[src/rtl/reservation_station.sv]
// Reservation station: parks ALU-class ops until both operands are valid, snooping both CDBs,
// and issues the lowest-index ready entry to the ALU each cycle; flush discards all entries.
module reservation_station #(
    parameter int RS_WIDTH  = 2,
    parameter int RoB_WIDTH = 3,
    parameter int NON_DEP   = 1 << RoB_WIDTH
) (
    input  logic                 clk_in,
    input  logic                 rst_in,
    input  logic                 rdy_in,
    input  logic                 new_entry_en,
    input  logic [RoB_WIDTH-1:0] new_rob_index,
    input  logic [6:0]           new_opcode,
    input  logic [31:0]          new_Vj,
    input  logic [31:0]          new_Vk,
    input  logic [RoB_WIDTH:0]   new_Qj,
    input  logic [RoB_WIDTH:0]   new_Qk,
    input  logic [31:0]          new_imm,
    input  logic [31:0]          new_pc,
    output logic                 is_full,
    input  logic                 alu_cdb_en,
    input  logic [RoB_WIDTH-1:0] alu_cdb_rob_index,
    input  logic [31:0]          alu_cdb_value,
    input  logic                 lsb_cdb_en,
    input  logic [RoB_WIDTH-1:0] lsb_cdb_rob_index,
    input  logic [31:0]          lsb_cdb_value,
    input  logic                 flush,
    output logic                 alu_en,
    output logic [RoB_WIDTH-1:0] alu_rob_index,
    output logic [6:0]           alu_opcode,
    output logic [31:0]          alu_Vj,
    output logic [31:0]          alu_Vk,
    output logic [31:0]          alu_imm,
    output logic [31:0]          alu_pc
);
    localparam int SIZE = 1 << RS_WIDTH;
    localparam logic [RoB_WIDTH:0] ND_TAG = NON_DEP[RoB_WIDTH:0];

    typedef struct packed {
        logic [RoB_WIDTH:0] q;
        logic [31:0]        v;
    } opnd_t;

    logic                 busy   [SIZE];
    logic [RoB_WIDTH-1:0] e_rob  [SIZE];
    logic [6:0]           e_op   [SIZE];
    opnd_t                e_j    [SIZE];
    opnd_t                e_k    [SIZE];
    logic [31:0]          e_imm  [SIZE];
    logic [31:0]          e_pc   [SIZE];

    logic [RoB_WIDTH:0]   alu_tag;
    logic [RoB_WIDTH:0]   lsb_tag;
    logic                 iss_hit;
    logic [RS_WIDTH-1:0]  iss_idx;
    logic                 ins_hit;
    logic [RS_WIDTH-1:0]  ins_idx;
    logic                 ins_do;
    logic [RS_WIDTH:0]    free_cnt;
    logic [RS_WIDTH:0]    free_next;
    opnd_t                new_j;
    opnd_t                new_k;

    // Bus tags carry a zero top bit so a NON_DEP operand can never match.
    assign alu_tag = {1'b0, alu_cdb_rob_index};
    assign lsb_tag = {1'b0, lsb_cdb_rob_index};

    function automatic opnd_t snoop(input opnd_t o);
        opnd_t r;
        r = o;
        if (alu_cdb_en && o.q == alu_tag) begin
            r.q = ND_TAG;
            r.v = alu_cdb_value;
        end else if (lsb_cdb_en && o.q == lsb_tag) begin
            r.q = ND_TAG;
            r.v = lsb_cdb_value;
        end
        return r;
    endfunction

    always_comb begin
        iss_hit  = 1'b0;
        iss_idx  = '0;
        ins_hit  = 1'b0;
        ins_idx  = '0;
        free_cnt = '0;
        for (int i = SIZE - 1; i >= 0; i--) begin
            if (busy[i] && e_j[i].q == ND_TAG && e_k[i].q == ND_TAG) begin
                iss_hit = 1'b1;
                iss_idx = RS_WIDTH'(i);
            end
            if (!busy[i]) begin
                ins_hit = 1'b1;
                ins_idx = RS_WIDTH'(i);
            end
            free_cnt = free_cnt + (RS_WIDTH+1)'(!busy[i]);
        end
        ins_do    = new_entry_en && ins_hit;
        free_next = free_cnt - (RS_WIDTH+1)'(ins_do) + (RS_WIDTH+1)'(iss_hit);
        new_j     = snoop('{q: new_Qj, v: new_Vj});
        new_k     = snoop('{q: new_Qk, v: new_Vk});
    end

    always_ff @(posedge clk_in or negedge rst_in) begin
        if (!rst_in) begin
            for (int i = 0; i < SIZE; i++) begin
                busy[i]  <= 1'b0;
                e_rob[i] <= '0;
                e_op[i]  <= '0;
                e_j[i]   <= '0;
                e_k[i]   <= '0;
                e_imm[i] <= '0;
                e_pc[i]  <= '0;
            end
            alu_en        <= 1'b0;
            alu_rob_index <= '0;
            alu_opcode    <= '0;
            alu_Vj        <= '0;
            alu_Vk        <= '0;
            alu_imm       <= '0;
            alu_pc        <= '0;
            is_full       <= 1'b0;
        end else if (rdy_in) begin
            if (flush) begin
                for (int i = 0; i < SIZE; i++) busy[i] <= 1'b0;
                alu_en  <= 1'b0;
                is_full <= 1'b0;
            end else begin
                for (int i = 0; i < SIZE; i++) begin
                    if (busy[i]) begin
                        e_j[i] <= snoop(e_j[i]);
                        e_k[i] <= snoop(e_k[i]);
                    end
                end
                alu_en <= iss_hit;
                if (iss_hit) begin
                    busy[iss_idx] <= 1'b0;
                    alu_rob_index <= e_rob[iss_idx];
                    alu_opcode    <= e_op[iss_idx];
                    alu_Vj        <= e_j[iss_idx].v;
                    alu_Vk        <= e_k[iss_idx].v;
                    alu_imm       <= e_imm[iss_idx];
                    alu_pc        <= e_pc[iss_idx];
                end
                // Slot choice uses pre-edge busy, so a slot freed by this issue stays empty.
                if (ins_do) begin
                    busy[ins_idx]  <= 1'b1;
                    e_rob[ins_idx] <= new_rob_index;
                    e_op[ins_idx]  <= new_opcode;
                    e_j[ins_idx]   <= new_j;
                    e_k[ins_idx]   <= new_k;
                    e_imm[ins_idx] <= new_imm;
                    e_pc[ins_idx]  <= new_pc;
                end
                is_full <= free_next < (RS_WIDTH+1)'(2);
            end
        end
    end
endmodule
[config.mk]
export PLATFORM = sky130hd
export DESIGN_NAME = reservation_station
export DESIGN_NICKNAME = d
export VERILOG_FILES = /design/src/rtl/reservation_station.sv
export SDC_FILE = /design/constraint.sdc
export NUM_CORES = 2
export LEC_CHECK = 0
export BUFFER_PORTS_ARGS = -buffer_cell sky130_fd_sc_hd__buf_2
export CAP_MARGIN = 20
export CORE_ASPECT_RATIO = 0.75
export CORE_UTILIZATION = 50
export CTS_BUF_LIST = sky130_fd_sc_hd__clkbuf_4 sky130_fd_sc_hd__clkbuf_8
export CTS_CLUSTER_SIZE = 30
export DETAILED_ROUTE_END_ITERATION = 16
export HOLD_SLACK_MARGIN = 0.06
export PLACE_DENSITY = 0.69
export SYNTH_ARGS = -nofsm -noshare
export SYNTH_HDL_FRONTEND = slang
export SYNTH_SLANG_ARGS = --single-unit
[constraint.sdc]
create_clock -name clk_in -period 3.8 [get_ports clk_in]
set_input_delay 0.38 -clock clk_in [delete_from_list [all_inputs] [get_ports clk_in]]
set_output_delay 0.38 -clock clk_in [all_outputs]
set_load 0.02 [all_outputs]
Yosys cells after proc, flatten, opt, wreduce, memory -nomap -nowiden
Cells that the tools add are included.
{ "word_totals": {"register_bits": 728, "input_bits": 223, "elab_cells": 231} }
{ "op_classes": {"n_addsub": 5, "order_cmp": 5, "eq_ne": 28, "muxes": 105, "bitwise_logic": 6, "n_reduce_logical": 38} }
{ "op_table": {"columns": ["op", "n"], "rows": [
  ["$mux 36", 45],
  ["$bwmux 144", 2],
  ["$mux 144", 2],
  ["$mux 32", 9],
  ["$bwmux 128", 2],
  ["$bmux 36 s2", 2],
  ["$bmux 32 s2", 2],
  ["$eq 4x3->1", 20],
  ["$demux 36 s2", 1],
  ["$demux 32 s2", 1],
  ["$eq 4x4->1 const B", 8],
  ["$logic_and 1x1->1", 31],
  ["$bwmux 28", 1],
  ["$mux 7", 3],
  ["$mux 4", 5],
  ["$mux 2", 8],
  ["$bmux 7 s2", 1],
  ["$demux 7 s2", 1],
  ["$bwmux 12", 1],
  ["$mux 1", 12],
  ["$mux 3", 3],
  ["$add 3x1->3", 2],
  ["$bmux 3 s2", 1],
  ["$demux 3 s2", 1],
  ["other kinds (15)", 23]
]} }

Logic depth before layout (Yosys ltp)
{ "logic_depth": {"word_depth": 20, "ltp_mapped": 10} }

Least setup slack after synthesis
OpenSTA, ideal clock, no wires.
{ "synth_path": {"path_kind": "reg2reg", "from": "reg busy[0] (netlist name)", "to": "reg is_full", "arrival_ns": 2.667, "t_required_ns": 3.699, "setup_slack_ns": 1.033, "stages_incl_launch_ff": 11, "path_buffers": 1, "period_less_slack_ns": 2.767, "cell_sequence": "dfrtp_1 -> clkbuf_1 -> a41oi_1 -> ha_1 -> inv_1 -> fa_1 -> ha_1 -> a21o_1 -> fa_1 -> xor2_1 -> o32ai_1"} }
{ "synth_via": {"elab_chain_len": 9} }
{ "synth_rtl": {"columns": ["element", "line_no", "source"], "rows": [
  ["start: declaration", "44", "logic busy [SIZE];"],
  ["start signal: indexed assignment", "107", "busy[i] <= 1'b0;"],
  ["start signal: indexed assignment", "137", "busy[iss_idx] <= 1'b0;"],
  ["start signal: indexed assignment", "147", "busy[ins_idx] <= 1'b1;"],
  ["parallel branches: the longest is 6 deep, another holds $add 2x1->3", null, null],
  ["$add 3x1->3 *", "99", "free_next = free_cnt - (RS_WIDTH+1)'(ins_do) + (RS_WIDTH+1)'(iss_hit);"],
  ["$lt 3x2->1 *", "155", "is_full <= free_next < (RS_WIDTH+1)'(2);"],
  ["$mux 1 *", "124", "if (flush) begin"],
  ["end signal: assignment", "155", null],
  ["end: declaration", "20", "output logic is_full,"]
]} }
Every way passes the cells marked *.
A chain may end at the register's enable or synchronous reset.

Worst setup path in the final report
{ "layout_path": {"from": "reg e_j[106] (netlist name)", "to": "reg alu_pc[13]"} }
{ "layout_via": {"elab_chain_len": 9} }
{ "layout_rtl": {"columns": ["element", "line_no", "source"], "rows": [
  ["start: declaration", "47", "opnd_t e_j [SIZE];"],
  ["start signal: indexed assignment", "131", "e_j[i] <= snoop(e_j[i]);"],
  ["start signal: indexed assignment", "150", "e_j[ins_idx] <= new_j;"],
  ["$eq 4x4->1 *", "88", "if (busy[i] && e_j[i].q == ND_TAG && e_k[i].q == ND_TAG) begin"],
  ["$logic_and 1x1->1 * (2 in a row)", "88", null],
  ["$mux 2 (2 in a row)", "88", null],
  ["$not 2->3 (implied by the code)", "143", "alu_pc <= e_pc[iss_idx];"],
  ["$bmux 32 s2", "143", null],
  ["$mux 32 (implied by the code) (2 in a row)", "143", null],
  ["end signal: assignment", "143", null],
  ["end: declaration", "34", "output logic [31:0] alu_pc"]
]} }
Mark *: on every way between the ends. The rest lies on a longest branch, timed or not. The select of a mux whose other input is x is not followed.

==> metrics.yaml <==
layout-drive-gt1-share_pct: 15.9
critPathRequiredTime_ns: 4.46
drtAntennaViolNets: 0
netlist_area_um2: 38100
place_area_um2: 40800
synth_fp_nets: 4411
synth-edff-count: 0
start_kind: "flip-flop"
critPathMaxStageDelay_ns: 0.85
yosysUniqueCellTypes: 58
pwr-share-clk_pct: 29.8
clock_latency_ns: 0.77
worstHoldPathType: "in -> reg"
hold_violations: 0
cp-end-kind: "flip-flop"
coreArea_um2: 75300
path_clk_slew_ns: 0.06
htreeDepth: 3
first_iter_violations: 3721
switching_share_pct: 34.5
status: "finished clean"
power.density_nw_per_um2: 557
setup_tns_ns: 0
drc: 0
fp.dieH_um: 241
cellInternalPower_mw: 16.4
crit_type: "reg -> reg"
clock_sinks: 728
ys_warn_count: 0
setup_violations: 0
first_pass_iters: 6
syn_avg_cell_area_um2: 9.11
peakVddDrop_mv: 0.333
fillCellCount: 6581
pwr-share-comb_pct: 25.8
portBuffers: 362
grt_max_degree: 149
drv_cap: 0
synth_ff_type: "dfrtp_1"
final_cell_mix: "nand2_1 (933), dfrtp_1 (728), buf_2 (361), nor2_1 (338), mux2i_1 (315)"
pwr-share-seq_pct: 44.4
path_buf_inv: 1
num_io_pins: 363
via_per_inst: 6.35
nets: 4712
postRouteWirelength_um: 137000
wl_per_cell_um: 24.6
clk_path_buf_depth: 3
p_leak_nw: 20.3
seq_area_frac_synth_pct: 47.8
tightest_slew_ns: 1.11
finalMaxSlewViolations: 0
relSlewSlack_pct: 26.1
cts_root_buf: "clkbuf_8"
grt_pass1_vias: 34300
gp_congestion: 0.886
finalCritPeriodShare_pct: 79.1
crit_path_top_delay_cell: "a41oi_4"
grt_usage_pct: 35.0
grt_first_pass_wirelength_um: 208000
crit_chain: "nor4b_1 -> nand4_1 -> a41oi_4 -> buf_4 -> nor2_1 -> a31oi_1"
vias: 35500
final_cell_area_um2: 45100
dieArea_um2: 77300
row_count: 87
p_sw_mw: 8.67
cts_made_buffers: 115
antenna_found_initial: 1
start_util_pct: 50.6
period_needed_ns: 3.00
cts_tree: "built"
fin_skew_ns: 0.0270
register_area_um2: 18200
fp.dieW_um: 321
ys_ff_latch: 728
layout_commonest_cell: "nand2_1"
area_growth_pct: 18.3
cts_resized: 0
grt_setup_unrepaired: "no"
dp_hpwl_um: 75000
multi_input_area_um2: 17700
crit_fanout: 27
critPathArrivalTime_ns: 3.67
async_flop_share_pct: 100
cpLargestDelayFamily: "simple AND/OR/NAND/NOR gates"
synthCells: 4184
clock.fmax_mhz: 333
grt.overflow.total: 0
-- worst register-to-register path, stage by stage (launching register included) --
cell	delay (ns)
dfrtp_1	0.43
nor4b_1	0.49
nand4_1	0.46
a41oi_4	0.85
buf_4	0.44
nor2_1	0.07
a31oi_1	0.15
-- metrics by stage --
step	util, %	hold WS (ns)	setup slack (ns)	std cells	power [mW]
2_1_floorplan	-	0.0844	1.03	4184	15.0
3_3_place_gp	54.1	0.410	0.832	5216	17.3
3_5_place_dp	54.1	0.408	0.816	5216	17.5
4_1_cts	59.8	0.0645	0.793	5596	25.1
5_1_grt	59.8	0.0642	0.596	5597	26.4
6_report	59.8	0.116	0.796	5598	25.1
-- final timing paths --
kind                                    from    endpoint  slack [ns]  cells past startpoint
max reg2reg                         e_j[106]  alu_pc[13]        0.80                      6
max in group asynchronous             rst_in  alu_Vk[29]        2.42                      5
min                        alu_cdb_value[30]    e_j[102]        0.12                      3
min reg2reg                        e_imm[33]   e_imm[33]        0.47                      2
max                                 e_j[106]  alu_pc[13]        0.80                      6
min in group asynchronous             rst_in     e_j[23]        0.22                      2
-- registers in the layout, indices dropped and copies added (netlist names), 3 cells and up --
signal         cells
alu_pc            32
alu_opcode         7
alu_imm           32
busy               4
e_j              144
e_rob             12
e_op              28
alu_rob_index      3
e_k              144
e_pc             128
alu_Vk            32
e_imm            128
alu_Vj            32
-- cell families after synthesis --
| logic type | share of synthesized area, % |
|---|---|
| buffers and inverters | 6.40 |
| flip-flops | 47.8 |
| XOR/XNOR | 1.40 |
| adder cells (fa/ha/maj) | 0.171 |
| multiplexers | 9.22 |
| AO/OA/AOI/OAI | 17.6 |
| AND/OR/NAND/NOR | 17.4 |
-- power by group through the flow --
stage	Combinational [mW]	Clock, mW	Sequential (mW)
CTS	6.41	7.55	11.1
global placement	6.09	0	11.2
global route	7.07	7.91	11.4
floorplan	3.18	0	11.8
detailed placement	6.23	0	11.2
finish	6.48	7.47	11.1
-- synth_stat cells, types with 9 or more instances --
library cell | n | area (um^2)
o2bb2ai_1 | 12 | 105
xor2_1 | 25 | 219
nand4_1 | 153 | 957
o311ai_1 | 94 | 823
buf_2 | 83 | 415
inv_1 | 158 | 593
clkbuf_1 | 324 | 1220
a31oi_1 | 143 | 895
mux2_1 | 9 | 101
nand2b_1 | 10 | 62.6
xnor2_1 | 36 | 315
a221o_1 | 78 | 781
o311ai_0 | 44 | 385
o211ai_1 | 138 | 1040
a221oi_1 | 173 | 1520
nand2_1 | 933 | 3500
nor3_1 | 56 | 280
nor2b_1 | 30 | 188
nor2_1 | 339 | 1270
mux2i_1 | 315 | 3150
o21ai_0 | 40 | 200
nand3_1 | 12 | 60.1
o21a_1 | 32 | 240
buf_1 | 28 | 105
o21ai_1 | 80 | 400
mux2_2 | 23 | 259
dfrtp_1 | 728 | 18200
-- routing by layer --
metal  part of all wire (%)  up-vias  GRT usage, %
li1                       -    15600             -
met1                     42    17300          49.4
met2                     43     2269          50.6
met3                     12      383          10.0
met4                    3.5        0          13.9
met5                      0        -             0
-- cell type report --
| type | instances | area share [%] |
|---|---|---|
| inverter | 159 | 1.32 |
| clock inverter | 26 | 0.661 |
| antenna | 2 | 0.0111 |
| multi-input combinational | 2850 | 39.2 |
| clock buffer | 179 | 5.01 |
| sequential | 728 | 40.4 |
| timing repair buffer | 631 | 10.5 |
| tap | 1023 | 2.84 |
-- what timing repair did --
| item | CTS | global route |
|---|---|---|
| buffers inserted | 0 | 0 |
| endpoints found under the setup margin | 0 | 0 |
| hold buffers | 175 | 0 |
| hold endpoints to repair | 588 | 0 |
Power figures use the tool's default switching activity.
